### src/rtl/prod_stutter_ctrl.sv
// ============================================================================
// Module   : prod_stutter_ctrl
// Brief    : Lockstep stutter scheduler for a Left/Right self-composed product
//            circuit. Optional stutter timeout: PROD_STUTTER_TIMEOUT_EN.
// Revision : 1.0  initial release
// ============================================================================
`default_nettype none

module prod_stutter_ctrl #(
    parameter int OBS_W       = 32,
    parameter int INIT_CYCLES = 2,
    parameter int CNT_W       = 16,
    parameter int MAX_STUTTER = 64
) (
    input  logic             clk_i,
    input  logic             rst_ni,
    input  logic             retire_l_i,
    input  logic             retire_r_i,
    input  logic [OBS_W-1:0] obs_l_i,
    input  logic [OBS_W-1:0] obs_r_i,
    input  logic             halt_l_i,
    input  logic             halt_r_i,
    output logic             init_o,
    output logic             stall_l_o,
    output logic             stall_r_o,
    output logic [CNT_W-1:0] pairs_o,
    output logic             done_o,
    output logic             violation_o,
    output logic             timeout_o
);

    localparam int INIT_W = $clog2(INIT_CYCLES + 1);
    localparam logic [INIT_W-1:0] INIT_LAST = INIT_W'(INIT_CYCLES - 1);

    typedef enum logic [2:0] {
        S_INIT   = 3'd0,
        S_RUN    = 3'd1,
        S_WAIT_L = 3'd2,
        S_WAIT_R = 3'd3,
        S_DONE   = 3'd4,
        S_VIOL   = 3'd5
    } state_t;

    state_t            state, state_nxt;
    logic [INIT_W-1:0] init_cnt, init_cnt_nxt;
    logic [OBS_W-1:0]  latch, latch_nxt;
    logic              pair_inc;

`ifdef PROD_STUTTER_TIMEOUT_EN
    localparam int STUT_W = $clog2(MAX_STUTTER + 1);
    logic [STUT_W-1:0] stut_cnt;
    logic              stut_expired;
    logic              timeout_set;
    logic              timeout_q;

    assign stut_expired = (stut_cnt == STUT_W'(MAX_STUTTER - 1));
`endif

    always_comb begin
        state_nxt    = state;
        init_cnt_nxt = init_cnt;
        latch_nxt    = latch;
        pair_inc     = 1'b0;
`ifdef PROD_STUTTER_TIMEOUT_EN
        timeout_set  = 1'b0;
`endif
        case (state)
            S_INIT: begin
                if (init_cnt == INIT_LAST) state_nxt = S_RUN;
                else                       init_cnt_nxt = init_cnt + 1'b1;
            end
            S_RUN: begin
                // A retirement always wins over a halt seen in the same cycle.
                if (retire_l_i && retire_r_i) begin
                    if (obs_l_i == obs_r_i) pair_inc  = 1'b1;
                    else                    state_nxt = S_VIOL;
                end else if (retire_l_i) begin
                    latch_nxt = obs_l_i;
                    state_nxt = S_WAIT_R;
                end else if (retire_r_i) begin
                    latch_nxt = obs_r_i;
                    state_nxt = S_WAIT_L;
                end else if (halt_l_i && halt_r_i) begin
                    state_nxt = S_DONE;
                end
            end
            S_WAIT_R: begin
                if (retire_r_i) begin
                    if (latch == obs_r_i) begin
                        pair_inc  = 1'b1;
                        state_nxt = S_RUN;
                    end else begin
                        state_nxt = S_VIOL;
                    end
                end else if (halt_r_i) begin
                    state_nxt = S_VIOL;
                end
`ifdef PROD_STUTTER_TIMEOUT_EN
                else if (stut_expired) begin
                    state_nxt   = S_VIOL;
                    timeout_set = 1'b1;
                end
`endif
            end
            S_WAIT_L: begin
                if (retire_l_i) begin
                    if (latch == obs_l_i) begin
                        pair_inc  = 1'b1;
                        state_nxt = S_RUN;
                    end else begin
                        state_nxt = S_VIOL;
                    end
                end else if (halt_l_i) begin
                    state_nxt = S_VIOL;
                end
`ifdef PROD_STUTTER_TIMEOUT_EN
                else if (stut_expired) begin
                    state_nxt   = S_VIOL;
                    timeout_set = 1'b1;
                end
`endif
            end
            S_DONE:  state_nxt = S_DONE;
            S_VIOL:  state_nxt = S_VIOL;
            default: state_nxt = S_VIOL;
        endcase
    end

    // Outputs are flopped from the next state so they line up with it.
    always_ff @(posedge clk_i) begin
        if (!rst_ni) begin
            state       <= S_INIT;
            init_cnt    <= '0;
            latch       <= '0;
            pairs_o     <= '0;
            init_o      <= 1'b1;
            stall_l_o   <= 1'b1;
            stall_r_o   <= 1'b1;
            done_o      <= 1'b0;
            violation_o <= 1'b0;
        end else begin
            state       <= state_nxt;
            init_cnt    <= init_cnt_nxt;
            latch       <= latch_nxt;
            if (pair_inc && (pairs_o != {CNT_W{1'b1}})) pairs_o <= pairs_o + 1'b1;
            init_o      <= (state_nxt == S_INIT);
            stall_l_o   <= (state_nxt == S_INIT) || (state_nxt == S_WAIT_R) ||
                           (state_nxt == S_DONE) || (state_nxt == S_VIOL);
            stall_r_o   <= (state_nxt == S_INIT) || (state_nxt == S_WAIT_L) ||
                           (state_nxt == S_DONE) || (state_nxt == S_VIOL);
            done_o      <= (state_nxt == S_DONE);
            violation_o <= (state_nxt == S_VIOL);
        end
    end

`ifdef PROD_STUTTER_TIMEOUT_EN
    always_ff @(posedge clk_i) begin
        if (!rst_ni) begin
            stut_cnt  <= '0;
            timeout_q <= 1'b0;
        end else begin
            if (state == S_RUN) stut_cnt <= '0;
            else if ((state == S_WAIT_L) || (state == S_WAIT_R)) stut_cnt <= stut_cnt + 1'b1;
            if (timeout_set) timeout_q <= 1'b1;
        end
    end

    assign timeout_o = timeout_q;
`else
    assign timeout_o = 1'b0;
`endif

endmodule

`default_nettype wire
### config.mk
export PLATFORM = sky130hd
export DESIGN_NAME = prod_stutter_ctrl
export DESIGN_NICKNAME = d
export VERILOG_FILES = /design/src/rtl/prod_stutter_ctrl.sv
export SDC_FILE = /design/constraint.sdc
export NUM_CORES = 1
export LEC_CHECK = 0
export CAP_MARGIN = 10
export CORE_MARGIN = 5
export CORE_UTILIZATION = 45
export CTS_CLUSTER_DIAMETER = 150
export DETAILED_ROUTE_END_ITERATION = 8
export GPL_ROUTABILITY_DRIVEN = 0
export PLACE_DENSITY = 0.76
export SLEW_MARGIN = 30
export SYNTH_ARGS = -nofsm -noshare
export SYNTH_HDL_FRONTEND = slang
export SYNTH_SLANG_ARGS = --single-unit
export TNS_END_PERCENT = 10
### constraint.sdc
create_clock -name clk_i -period 3.5 [get_ports clk_i]
set_input_delay 0.35 -clock clk_i [delete_from_list [all_inputs] [get_ports clk_i]]
set_output_delay 0.35 -clock clk_i [all_outputs]
set_load 0.005 [all_outputs]
### After elaboration in Yosys (flattened, before gate mapping)

Index checks and enable logic that the tools add are counted.

* flip-flop bits (word level): 58
* latch bits: 0
* bits in writable memories: 0
* bits in read-only memories: 0
* input bits: 70
* output and inout bits: 22
* logic and storage cells: 62
* memories kept: 0

* $add $sub $neg: 2
* multipliers: 0
* div/mod/pow operators: 0
* $lt $le $gt $ge: 0
* equal/unequal tests: 13
* shifts and indexed selects: 0
* muxes and demuxes: 22
* bitwise logic cells: 2
* reduce and logical (&&, ||, !) cells: 14

Operators with widths (count)
* == test 32 bit: 3
* two-way mux 32 bit: 2
* two-way mux 3 bit: 12
* adder 16 x 1 -> 16 bit (second input constant): 1
* != test 16 bit (second input constant): 1
* case mux 3 bit (5 select lines): 1
* == test 3 x 2 -> 1 bit (second input constant): 4
* == test 3 bit (second input constant): 3
* zero test 3 bit: 2
* logical OR 1 bit: 6
* two-way mux 1 bit: 6
* == test 3 x 1 -> 1 bit (second input constant): 1
* logical AND 1 bit: 3
* case mux 1 bit (3 select lines): 1
* AND reduction 3 bit: 1
* adder 2 x 1 -> 2 bit (second input constant): 1
* == test 2 x 1 -> 1 bit (second input constant): 1
* inverter 1 bit: 2
* AND reduction 2 bit: 1
* nonzero test 2 bit: 1

### Longest topological paths before layout

Gate-level depths: netlist of the first run.

* depth in word-level cells: 10
* mapped depth: 8
* mapped depth without buffers: 7

### Worst setup path before layout of the first run

No wires, ideal clock.

* path type: input to register
* start point: input port obs_l_i[3]
* end point: register pairs_o[13]
* setup time: 118 ps
* data arrival time: 1949 ps
* slack: 1433 ps
* cell stages on the path: 8
* path through: nor2b_1 a2111o_1 nor4_2 nand4_2 o221ai_4 buf_6 nand3_2 mux2i_1

* longest elaborated chain between the ends: 5

RTL lines
* from (decl): RTL line 19 `input logic [OBS_W-1:0] obs_l_i,`
* == test 32 bit, on equally long branches: RTL line 107, 75
* two-way mux 1 bit, on equally long branches: RTL line 107, 75
* two-way mux 1 bit, on equally long branches: RTL line 106, 74
* case mux 1 bit (3 select lines) *: RTL line 67 `case (state)`
* logical AND 1 bit *: RTL line 145 `if (pair_inc && (pairs_o != {CNT_W{1'b1}})) pairs_o <= pairs_o + 1'b1;`
* to (signal assigned): RTL line 145
* to (decl): RTL line 26 `output logic [CNT_W-1:0] pairs_o,`

Every way passes the cells marked *; elsewhere a longest branch is shown, timed or not.
A chain may end at the register's enable or synchronous reset.

### Final worst setup path of the first run

* start point: input port obs_l_i[8]
* end point: register pairs_o[5]

The elaborated chain is that of the path after synthesis.

==> impl_metrics.py, run 1 <==
metrics = {
    "run_status": {
        "status": "finished, final reports clean",
    },
    "clock_network": {
        "hold_buffers": 0,
        "cts_tree": "done",
        "insertion_delay_ns": 0.35,
        "cts_resized": 0,
        "htree_levels": 3,
        "clock_path_buffers": 2,
        "cts_inserted_buffers": 9,
        "clock_sinks": 58,
        "clk_pin_slew_ns": 0.07,
        "cts_setup_buffers": 0,
        "cts_root_buf": "clkbuf_8",
    },
    "yosys": {
        "synth.area.mux_share_pct": 11.8,
        "ys_top_cells_by_count": "xnor2_1 (82), dfxtp_1 (58), nor2_1 (48)",
        "synth_area_per_cell_um2": 8.64,
        "synth_top_family_by_area": "simple AND/OR/NAND/NOR gates",
        "synth_ff_type": "dfxtp_1",
        "syn-num-nets": 528,
        "synth_compound_area_share_pct": 11.2,
        "synth-simple-area-share_pct": 22.7,
        "netlist_top_cells_area": "dfxtp_1 (30%), xnor2_1 (18%), mux2i_1 (11%)",
        "yosysMostFrequentCell": "xnor2_1",
        "ys_ff_latch": 58,
        "synthXorXnorAreaFrac_pct": 20.3,
        "synthCells": 455,
        "synthAdderAreaFrac_pct": 0.955,
        "yosysWarnings": 0,
        "yosysTopAreaCell": "dfxtp_1",
        "syn_area_um2": 3930,
        "ys_seq_area_share_pct": 29.5,
        "synthArstFlopShare_pct": 0,
        "synth_edf_count": 0,
        "synthDistinctLibCells": 52,
        "synth_top_area_share_pct": 29.5,
    },
    "critical_path": {
        "r2r_cells": 7,
        "worstPathArrival_ns": 2.96,
        "critPathMaxFanout": 17,
        "worstPathRequired_ns": 3.78,
        "rr_endpoint": "stall_l_o$_SDFF_PN1_",
        "r2r_start": "latch[30]$_SDFFE_PN0P_",
        "crit_type": "in -> reg",
        "r2r_slack_ns": 0.97,
        "cp-end-kind": "flop",
        "cp-start-kind": "input pin",
    },
    "drt": {
        "postRouteAntennaNets": 0,
        "wl_per_cell_um": 16.3,
        "viasPerCell": 5.48,
        "drcViolationCount": 0,
        "wirelength_mm": 10.6,
        "firstDrtPassIters": 4,
        "num_vias": 3561,
        "drtIter0Drc": 167,
    },
    "sta": {
        "rsz0062_at_grt": "no",
        "slew_headroom_pct": 45.0,
        "final.min_clock_period_ns": 2.68,
        "max_freq_mhz": 373,
        "finalSetupViolations": 0,
        "max_slew.worst_pin.slew_ns": 0.804,
        "fin_worst_skew_ns": 0.0103,
        "tns_ns": 0,
        "timing_hold_violations_final": 0,
        "finalCritPeriodShare_pct": 76.6,
        "finalMaxSlewViolations": 0,
        "fin_ws_ns": 0.818,
    },
    "die": {
        "die_area_um2": 10700,
        "die_w_um": 103,
        "die_h_um": 103,
        "core-area_um2": 8640,
        "placementRows": 34,
        "ios": 92,
        "start_util_pct": 45.5,
    },
    "min_path": {
        "hold_end": "pairs_o[5]$_SDFFE_PN0P_",
        "worstHoldPathCells": 2,
        "hold_class": "reg -> reg",
        "hold_start": "pairs_o[5]$_SDFFE_PN0P_",
    },
    "final_layout": {
        "n_antenna_cell": 0,
        "drive_gt1_share_pct": 6.27,
        "postLayoutCellArea_um2": 5100,
        "area_growth_syn_to_layout_pct": 29.6,
        "finalNonFillerCells": 650,
        "nets": 610,
    },
    "grt": {
        "grt.overflow.total": 0,
        "antenna_found_initial": 0,
        "grt_max_degree": 55,
        "grt_pass1_vias": 3583,
        "grt_use_total_pct": 20.6,
        "grt_pass1_wl_mm": 17.2,
    },
    "placed_design": {
        "preCtsSetupSlack_ns": 0.510,
        "place_area_um2": 4910,
        "portBuffers": 90,
        "dp_hpwl_mm": 8.13,
        "dp_cells": 634,
    },
    "power": {
        "ir_drop_uv": 164,
        "powerDensity_nw_per_um2": 438,
        "p_leak_nw": 1.80,
        "power_w": 0.00223,
    },
    "flow_run": {
        "drv_cap": 0,
    },
}
cell families (layout without fill, tap and decap cells):
logic type / Yosys count / count (layout)
and+or+nand+nor: 166 / 166
xor gates and xnor gates: 91 / 91
DFF: 58 / 58
AOI/OAI and AO/OA: 57 / 57
muxes: 46 / 46
buffers and inverters: 33 / 120
adders and majority gates: 3 / 3
other: 1 / 1
critical path, cell delays in order:
cell and delay [ns]:
clkdlybuf4s50_1 0.48, xnor2_1 0.30, nand4_1 0.13, nor4_1 0.40, nand4_2 0.29, o221ai_4 0.56, and3_1 0.27, mux2i_1 0.17
flip-flops by register name (all words and copies together), names as in the netlist:
| register | flops |
|---|---|
| done_o | 1 |
| init_cnt | 2 |
| init_o | 1 |
| latch | 32 |
| pairs_o | 16 |
| stall_l_o | 1 |
| stall_r_o | 1 |
| state | 3 |
| violation_o | 1 |
layout by cell type, fill, tap and decap left out, drive strengths merged, types with 3 or more instances in the layout:
master	n
a211oi	32
a21oi	6
a31oi	3
and3	6
and4	3
buf	6
clkbuf	14
clkdlybuf4s50	89
dfxtp	58
ha	3
inv	9
mux2i	44
nand2	26
nand2b	13
nand3	15
nand4	23
nor2	48
nor2b	6
nor3	8
nor4	8
xnor2	82
xor2	9
where the power goes:
group | internal [W] | switching [W] | leakage (nW)
sequential | 0.000772 | 0.000111 | 0.471
combinational | 0.000391 | 0.000367 | 1.23
clock | 0.000313 | 0.000278 | 0.0965
worst max path at each step:
stage          cells after the start                        to         from  slack [ns]
2_1_floorplan                      8  pairs_o[13]$_SDFFE_PN0P_   obs_l_i[3]        1.43
3_3_place_gp                       8   pairs_o[5]$_SDFFE_PN0P_   retire_r_i        0.52
3_5_place_dp                       8   pairs_o[5]$_SDFFE_PN0P_   retire_r_i        0.51
4_1_cts                            8   pairs_o[5]$_SDFFE_PN0P_   obs_l_i[8]        0.85
5_1_grt                            8         done_o$_SDFF_PN0_  obs_r_i[30]        0.65
6_report                           8   pairs_o[5]$_SDFFE_PN0P_   obs_l_i[8]        0.82
per-layer routing:
| layer | track usage, % | up-vias | part of all wire [%] |
|---|---|---|---|
| met4 | 6.87 | 0 | 1.9 |
| met3 | 5.10 | 18 | 6.0 |
| met5 | 0 | - | 0 |
| li1 | - | 1780 | - |
| met2 | 34.3 | 113 | 49 |
| met1 | 26.0 | 1650 | 43 |
metrics by stage:
stage / hold slack (ns) / util [%]
global route: 0.528 / 59.0
CTS: 0.492 / 59.0
floorplan: 0.467 / -
finish: 0.486 / 59.0
global placement: 0.470 / 56.9
detailed placement: 0.482 / 56.9
area by class of cell:
cell class	count	area [um^2]
repair buffers	95	946
clock buffers	14	173
inverters	9	33.8
fillers	774	3540
clock inverters	2	10.0
multi-input cells	364	2640
flip-flops and latches	58	1160
well taps	108	135
Power figures use the tool's default switching activity.
==> run 2, diff against run 1 <==
--- a/config.mk
+++ b/config.mk
@@ -11,7 +11,7 @@
 export CTS_CLUSTER_DIAMETER = 150
 export DETAILED_ROUTE_END_ITERATION = 8
 export GPL_ROUTABILITY_DRIVEN = 0
-export PLACE_DENSITY = 0.76
+export PLACE_DENSITY = 0.79
 export SLEW_MARGIN = 30
 export SYNTH_ARGS = -nofsm -noshare
 export SYNTH_HDL_FRONTEND = slang
==> constraint.sdc (replaced) <==
create_clock -name clk_i -period 2.4 [get_ports clk_i]
set_input_delay 0.24 -clock clk_i [delete_from_list [all_inputs] [get_ports clk_i]]
set_output_delay 0.24 -clock clk_i [all_outputs]
set_load 0.005 [all_outputs]
==> run 2 against run 1 <==
  * First-iteration DRC count up 4.2%
  * Critical path type unchanged
  * Sequential power up 46%
  * Register-to-register slack worse by 0.75 ns
  * Clock skew up 0.0029 ns
==> impl_metrics.py, run 2 (synthesized netlist as in run 1, its figures left out) <==
metrics = {
    "final_layout": {
        "n_antenna_cell": 0,
        "nets": 648,
        "fin_util_pct": 62.9,
        "largest_reg_flops": 32,
        "mostFrequentLayoutCells": "clkdlybuf4s50_1 (89), xnor2_1 (82), dfxtp_1 (58)",
        "final_common_cell": "clkdlybuf4s50_1",
        "finalNonFillerCells": 688,
        "top_regs": "latch (32), pairs_o (16), state (3)",
        "area_growth_syn_to_layout_pct": 38.1,
        "top_register": "latch",
        "drive_gt1_share_pct": 13.3,
    },
    "grt": {
        "grt_pass1_vias": 3875,
        "antenna_found_initial": 0,
        "grt_max_degree": 65,
        "grt.overflow.total": 0,
        "grt_use_total_pct": 21.4,
        "grt_pass1_wl_mm": 18.0,
    },
    "sta": {
        "final.min_clock_period_ns": 2.25,
        "hold-worst-slack_ns": 0.488,
        "max_slew.worst_pin.slew_ns": 0.657,
        "finalSetupViolations": 0,
        "slew_headroom_pct": 55.8,
        "fin_worst_skew_ns": 0.0132,
        "max_freq_mhz": 445,
        "finalCritPeriodShare_pct": 93.6,
        "finalMaxSlewViolations": 0,
        "rsz0062_at_grt": "no",
        "timing_hold_violations_final": 0,
        "tns_ns": 0,
    },
    "drt": {
        "drtIter0Drc": 174,
        "wl_per_cell_um": 16.1,
        "wl_met1_mm": 4.65,
        "wl_met3_um": 722,
        "num_vias": 3805,
        "viasPerCell": 5.53,
        "firstDrtPassIters": 4,
        "drcViolationCount": 0,
        "wirelength_mm": 11.1,
        "routed-wl-met2_mm": 5.32,
        "dr.max_layer_used": "met4",
        "postRouteAntennaNets": 0,
    },
    "die": {
        "die_area_um2": 10700,
        "ios": 92,
        "die_h_um": 103,
        "placementRows": 34,
        "die_w_um": 103,
        "core-area_um2": 8640,
        "start_util_pct": 45.5,
    },
    "critical_path": {
        "critPathMaxFanout": 17,
        "worstPathArrival_ns": 2.54,
        "cp-end-kind": "flop",
        "r2r_start": "latch[30]$_SDFFE_PN0P_",
        "r2r_slack_ns": 0.22,
        "startpoint": "obs_l_i[16]",
        "crit_type": "in -> reg",
        "r2r_cells": 9,
        "worstPathRequired_ns": 2.69,
        "cp-start-kind": "input pin",
        "rr_endpoint": "pairs_o[5]$_SDFFE_PN0P_",
    },
    "clock_network": {
        "cts_root_buf": "clkbuf_8",
        "cts_resized": 0,
        "cts_setup_buffers": 0,
        "clock_sinks": 58,
        "cts_inserted_buffers": 9,
        "clock_path_buffers": 2,
        "htree_levels": 3,
        "clk_pin_slew_ns": 0.08,
        "insertion_delay_ns": 0.36,
        "cts_tree": "done",
        "hold_buffers": 0,
    },
    "run_status": {
        "status": "finished, final reports clean",
    },
    "placed_design": {
        "dp_cells": 672,
        "portBuffers": 90,
        "dp_hpwl_mm": 8.56,
    },
    "flow_run": {
        "drv_cap": 0,
    },
    "min_path": {
        "hold_start": "pairs_o[5]$_SDFFE_PN0P_",
        "hold_end": "pairs_o[5]$_SDFFE_PN0P_",
        "hold_class": "reg -> reg",
        "worstHoldPathCells": 2,
    },
    "power": {
        "p_leak_nw": 1.99,
        "powerDensity_nw_per_um2": 622,
        "ir_drop_uv": 279,
    },
}
## run 2: area by class of cell
type                            count  area [um^2]
Clock inverter                      7         80.1
Clock buffer                        9          124
Multi-Input combinational cell    364         2650
Fill cell                         716         3210
Tap cell                          108          135
Sequential cell                    58         1160
Timing Repair Buffer              133         1240
Inverter                            9         33.8
## run 2: metal layers
layer  track usage (%)  vias up
li1                  -     1866
met1              26.2     1763
met2              35.8      142
met3              4.29       34
met4              10.8        0
met5                 0        -
## run 2: worst max path at each step
stage,slack (ns),cells after the start,endpoint
2_1_floorplan,0.44,8,pairs_o[13]$_SDFFE_PN0P_
3_3_place_gp,-0.23,10,pairs_o[5]$_SDFFE_PN0P_
3_5_place_dp,-0.27,10,pairs_o[5]$_SDFFE_PN0P_
4_1_cts,0.09,10,pairs_o[5]$_SDFFE_PN0P_
5_1_grt,0.001,10,pairs_o[5]$_SDFFE_PN0P_
6_report,0.15,10,pairs_o[5]$_SDFFE_PN0P_
## run 2: worst max-delay path, stage by stage
cell	delay, ns
clkdlybuf4s50_1	0.45
buf_4	0.16
xnor2_1	0.20
nand4_1	0.15
nor4_2	0.39
nand2_1	0.16
o221ai_4	0.25
buf_12	0.19
and3_1	0.18
mux2i_1	0.18
## run 2: power breakdown
| group | switching [W] | leakage [nW] | internal (W) |
|---|---|---|---|
| sequential | 0.000162 | 0.471 | 0.00112 |
| combinational | 0.000554 | 1.42 | 0.000605 |
| clock | 0.000447 | 0.0956 | 0.000485 |
| total | 0.00116 | 1.99 | 0.00221 |
## run 2: per-stage QoR
stage	setup slack [ns]	instance area, um^2	total power [W]
floorplan	0.443	3930	0.00201
global placement	-0.234	5210	0.00241
detailed placement	-0.272	5210	0.00245
CTS	0.0863	5420	0.00339
global route	0.00107	5430	0.00357
finish	0.154	5430	0.00338
==> run 3, diff against run 2 <==
--- a/config.mk
+++ b/config.mk
@@ -7,11 +7,11 @@
 export LEC_CHECK = 0
 export CAP_MARGIN = 10
 export CORE_MARGIN = 5
-export CORE_UTILIZATION = 45
+export CORE_UTILIZATION = 46
 export CTS_CLUSTER_DIAMETER = 150
 export DETAILED_ROUTE_END_ITERATION = 8
 export GPL_ROUTABILITY_DRIVEN = 0
-export PLACE_DENSITY = 0.79
+export PLACE_DENSITY = 0.8
 export SLEW_MARGIN = 30
 export SYNTH_ARGS = -nofsm -noshare
 export SYNTH_HDL_FRONTEND = slang
==> run 3 against run 2 <==
  * Worst hold slack gained 0.0037 ns
  * Sequential cell count is the same
  * Utilization grew 3.6 points
  * Non-clock buffer count grew 11
  * Sequential power is essentially flat
  * Cell count grew 0.87%
  * Via count grew 1.8%
  * Critical path type unchanged
  * Critical endpoint is now done_o$_SDFF_PN0_
==> impl_metrics.py, run 3 (synthesized netlist as in run 1, its figures left out) <==
metrics = {
    "clock_network": {
        "hold_buffers": 0,
        "insertion_delay_ns": 0.35,
        "clock_sinks": 58,
        "cts_tree": "done",
        "htree_levels": 3,
        "clock_path_buffers": 2,
        "cts_root_buf": "clkbuf_8",
        "clk_pin_slew_ns": 0.07,
        "cts_resized": 0,
        "cts_inserted_buffers": 9,
        "cts_setup_buffers": 0,
    },
    "critical_path": {
        "startpoint": "obs_l_i[26]",
        "worstPathRequired_ns": 2.63,
        "r2r_start": "latch[18]$_SDFFE_PN0P_",
        "cp-start-kind": "input pin",
        "r2r_cells": 9,
        "r2r_slack_ns": 0.22,
        "worstSetupEndpoint": "done_o$_SDFF_PN0_",
        "crit_type": "in -> reg",
        "cp-end-kind": "flop",
        "critPathMaxFanout": 3,
        "worstPathArrival_ns": 2.52,
        "rr_endpoint": "pairs_o[13]$_SDFFE_PN0P_",
    },
    "power": {
        "ir_drop_uv": 335,
        "powerDensity_nw_per_um2": 617,
        "p_leak_nw": 2.05,
        "power_w": 0.00339,
    },
    "flow_run": {
        "drv_cap": 0,
    },
    "die": {
        "core-area_um2": 8260,
        "die_w_um": 102,
        "placementRows": 33,
        "die_h_um": 102,
        "ios": 92,
        "start_util_pct": 47.6,
        "die_area_um2": 10500,
    },
    "grt": {
        "grt.overflow.total": 0,
        "grt_pass1_wl_mm": 18.0,
        "grt_max_degree": 65,
        "grt_use_total_pct": 21.9,
        "grt_pass1_vias": 3815,
        "antenna_found_initial": 0,
    },
    "sta": {
        "rsz0062_at_grt": "no",
        "final.min_clock_period_ns": 2.29,
        "finalCritPeriodShare_pct": 95.4,
        "finalSetupViolations": 0,
        "max_freq_mhz": 437,
        "fin_worst_skew_ns": 0.00594,
        "hold-worst-slack_ns": 0.492,
        "timing_hold_violations_final": 0,
        "finalMaxSlewViolations": 0,
        "max_slew.worst_pin.slew_ns": 0.644,
        "slew_headroom_pct": 57.0,
    },
    "run_status": {
        "status": "finished, final reports clean",
    },
    "drt": {
        "wirelength_mm": 11.4,
        "viasPerCell": 5.58,
        "drcViolationCount": 0,
        "wl_per_cell_um": 16.4,
        "firstDrtPassIters": 4,
        "drtIter0Drc": 145,
        "postRouteAntennaNets": 0,
        "num_vias": 3873,
    },
    "placed_design": {
        "portBuffers": 90,
        "dp_hpwl_mm": 8.72,
    },
    "final_layout": {
        "drive_gt1_share_pct": 14.4,
        "nets": 659,
        "top_regs": "latch (32), pairs_o (16), state (3)",
        "final_common_cell": "clkdlybuf4s50_1",
        "top_register": "latch",
        "largest_reg_flops": 32,
        "fillers": 662,
        "area_growth_syn_to_layout_pct": 39.7,
        "n_antenna_cell": 0,
        "mostFrequentLayoutCells": "clkdlybuf4s50_1 (89), xnor2_1 (82), dfxtp_1 (58)",
    },
    "min_path": {
        "hold_class": "reg -> reg",
    },
}
-- run 3: cell count changes in the layout (fill, tap and decap cells not counted), sizes merged --
cell and change:
clkbuf +2, clkinv -2, clkinvlp -2, buf +11
-- run 3: per-stage QoR --
stage	std cells	util [%]	instance area (um^2)	TNS (ns)	setup slack, ns
floorplan	455	-	3930	0	0.443
global placement	680	64.1	5290	-2.50	-0.168
detailed placement	680	64.1	5290	-2.83	-0.186
CTS	694	66.4	5480	0	0.0508
global route	694	66.5	5490	0	0.0112
finish	694	66.5	5490	0	0.110
-- run 3: layout make-up --
cell class	count	area, um^2	share of cell area [%]
Multi-Input combinational cell	364	2650	48.2
Timing Repair Buffer	144	1330	24.2
Sequential cell	58	1160	21.1
Clock buffer	11	151	2.76
Tap cell	105	131	2.39
Clock inverter	3	40.0	0.729
Inverter	9	33.8	0.615
-- run 3: per-layer routing --
metal	part of all wire [%]	global-route usage, %
met5	0	0
met4	1.9	7.67
met3	5.6	4.64
met2	50	39.0
met1	42	25.8
-- run 3: report_power, final --
part | leakage (nW) | internal [W] | switching, W
clock network | 0.101 | 0.000521 | 0.000401
logic | 1.48 | 0.000615 | 0.000559
registers | 0.471 | 0.00113 | 0.000167
total | 2.05 | 0.00226 | 0.00113
-- run 3: worst min path at each step --
stage	startpoint	end	cells past startpoint
final	pairs_o[5]$_SDFFE_PN0P_	pairs_o[5]$_SDFFE_PN0P_	2
after floorplan	rst_ni	state[2]$_SDFF_PN0_	2
after global routing	pairs_o[5]$_SDFFE_PN0P_	pairs_o[5]$_SDFFE_PN0P_	2
after detailed placement	pairs_o[5]$_SDFFE_PN0P_	pairs_o[5]$_SDFFE_PN0P_	2
after global placement	pairs_o[5]$_SDFFE_PN0P_	pairs_o[5]$_SDFFE_PN0P_	2
after CTS	pairs_o[5]$_SDFFE_PN0P_	pairs_o[5]$_SDFFE_PN0P_	2
-- run 3: critical path: stages --
cell	delay, ns
clkdlybuf4s50_1	0.48
xnor2_1	0.26
nand4_1	0.21
nor4_2	0.33
buf_4	0.15
nand4_2	0.14
buf_4	0.18
a21oi_1	0.23
a21oi_1	0.12
nor3b_1	0.16
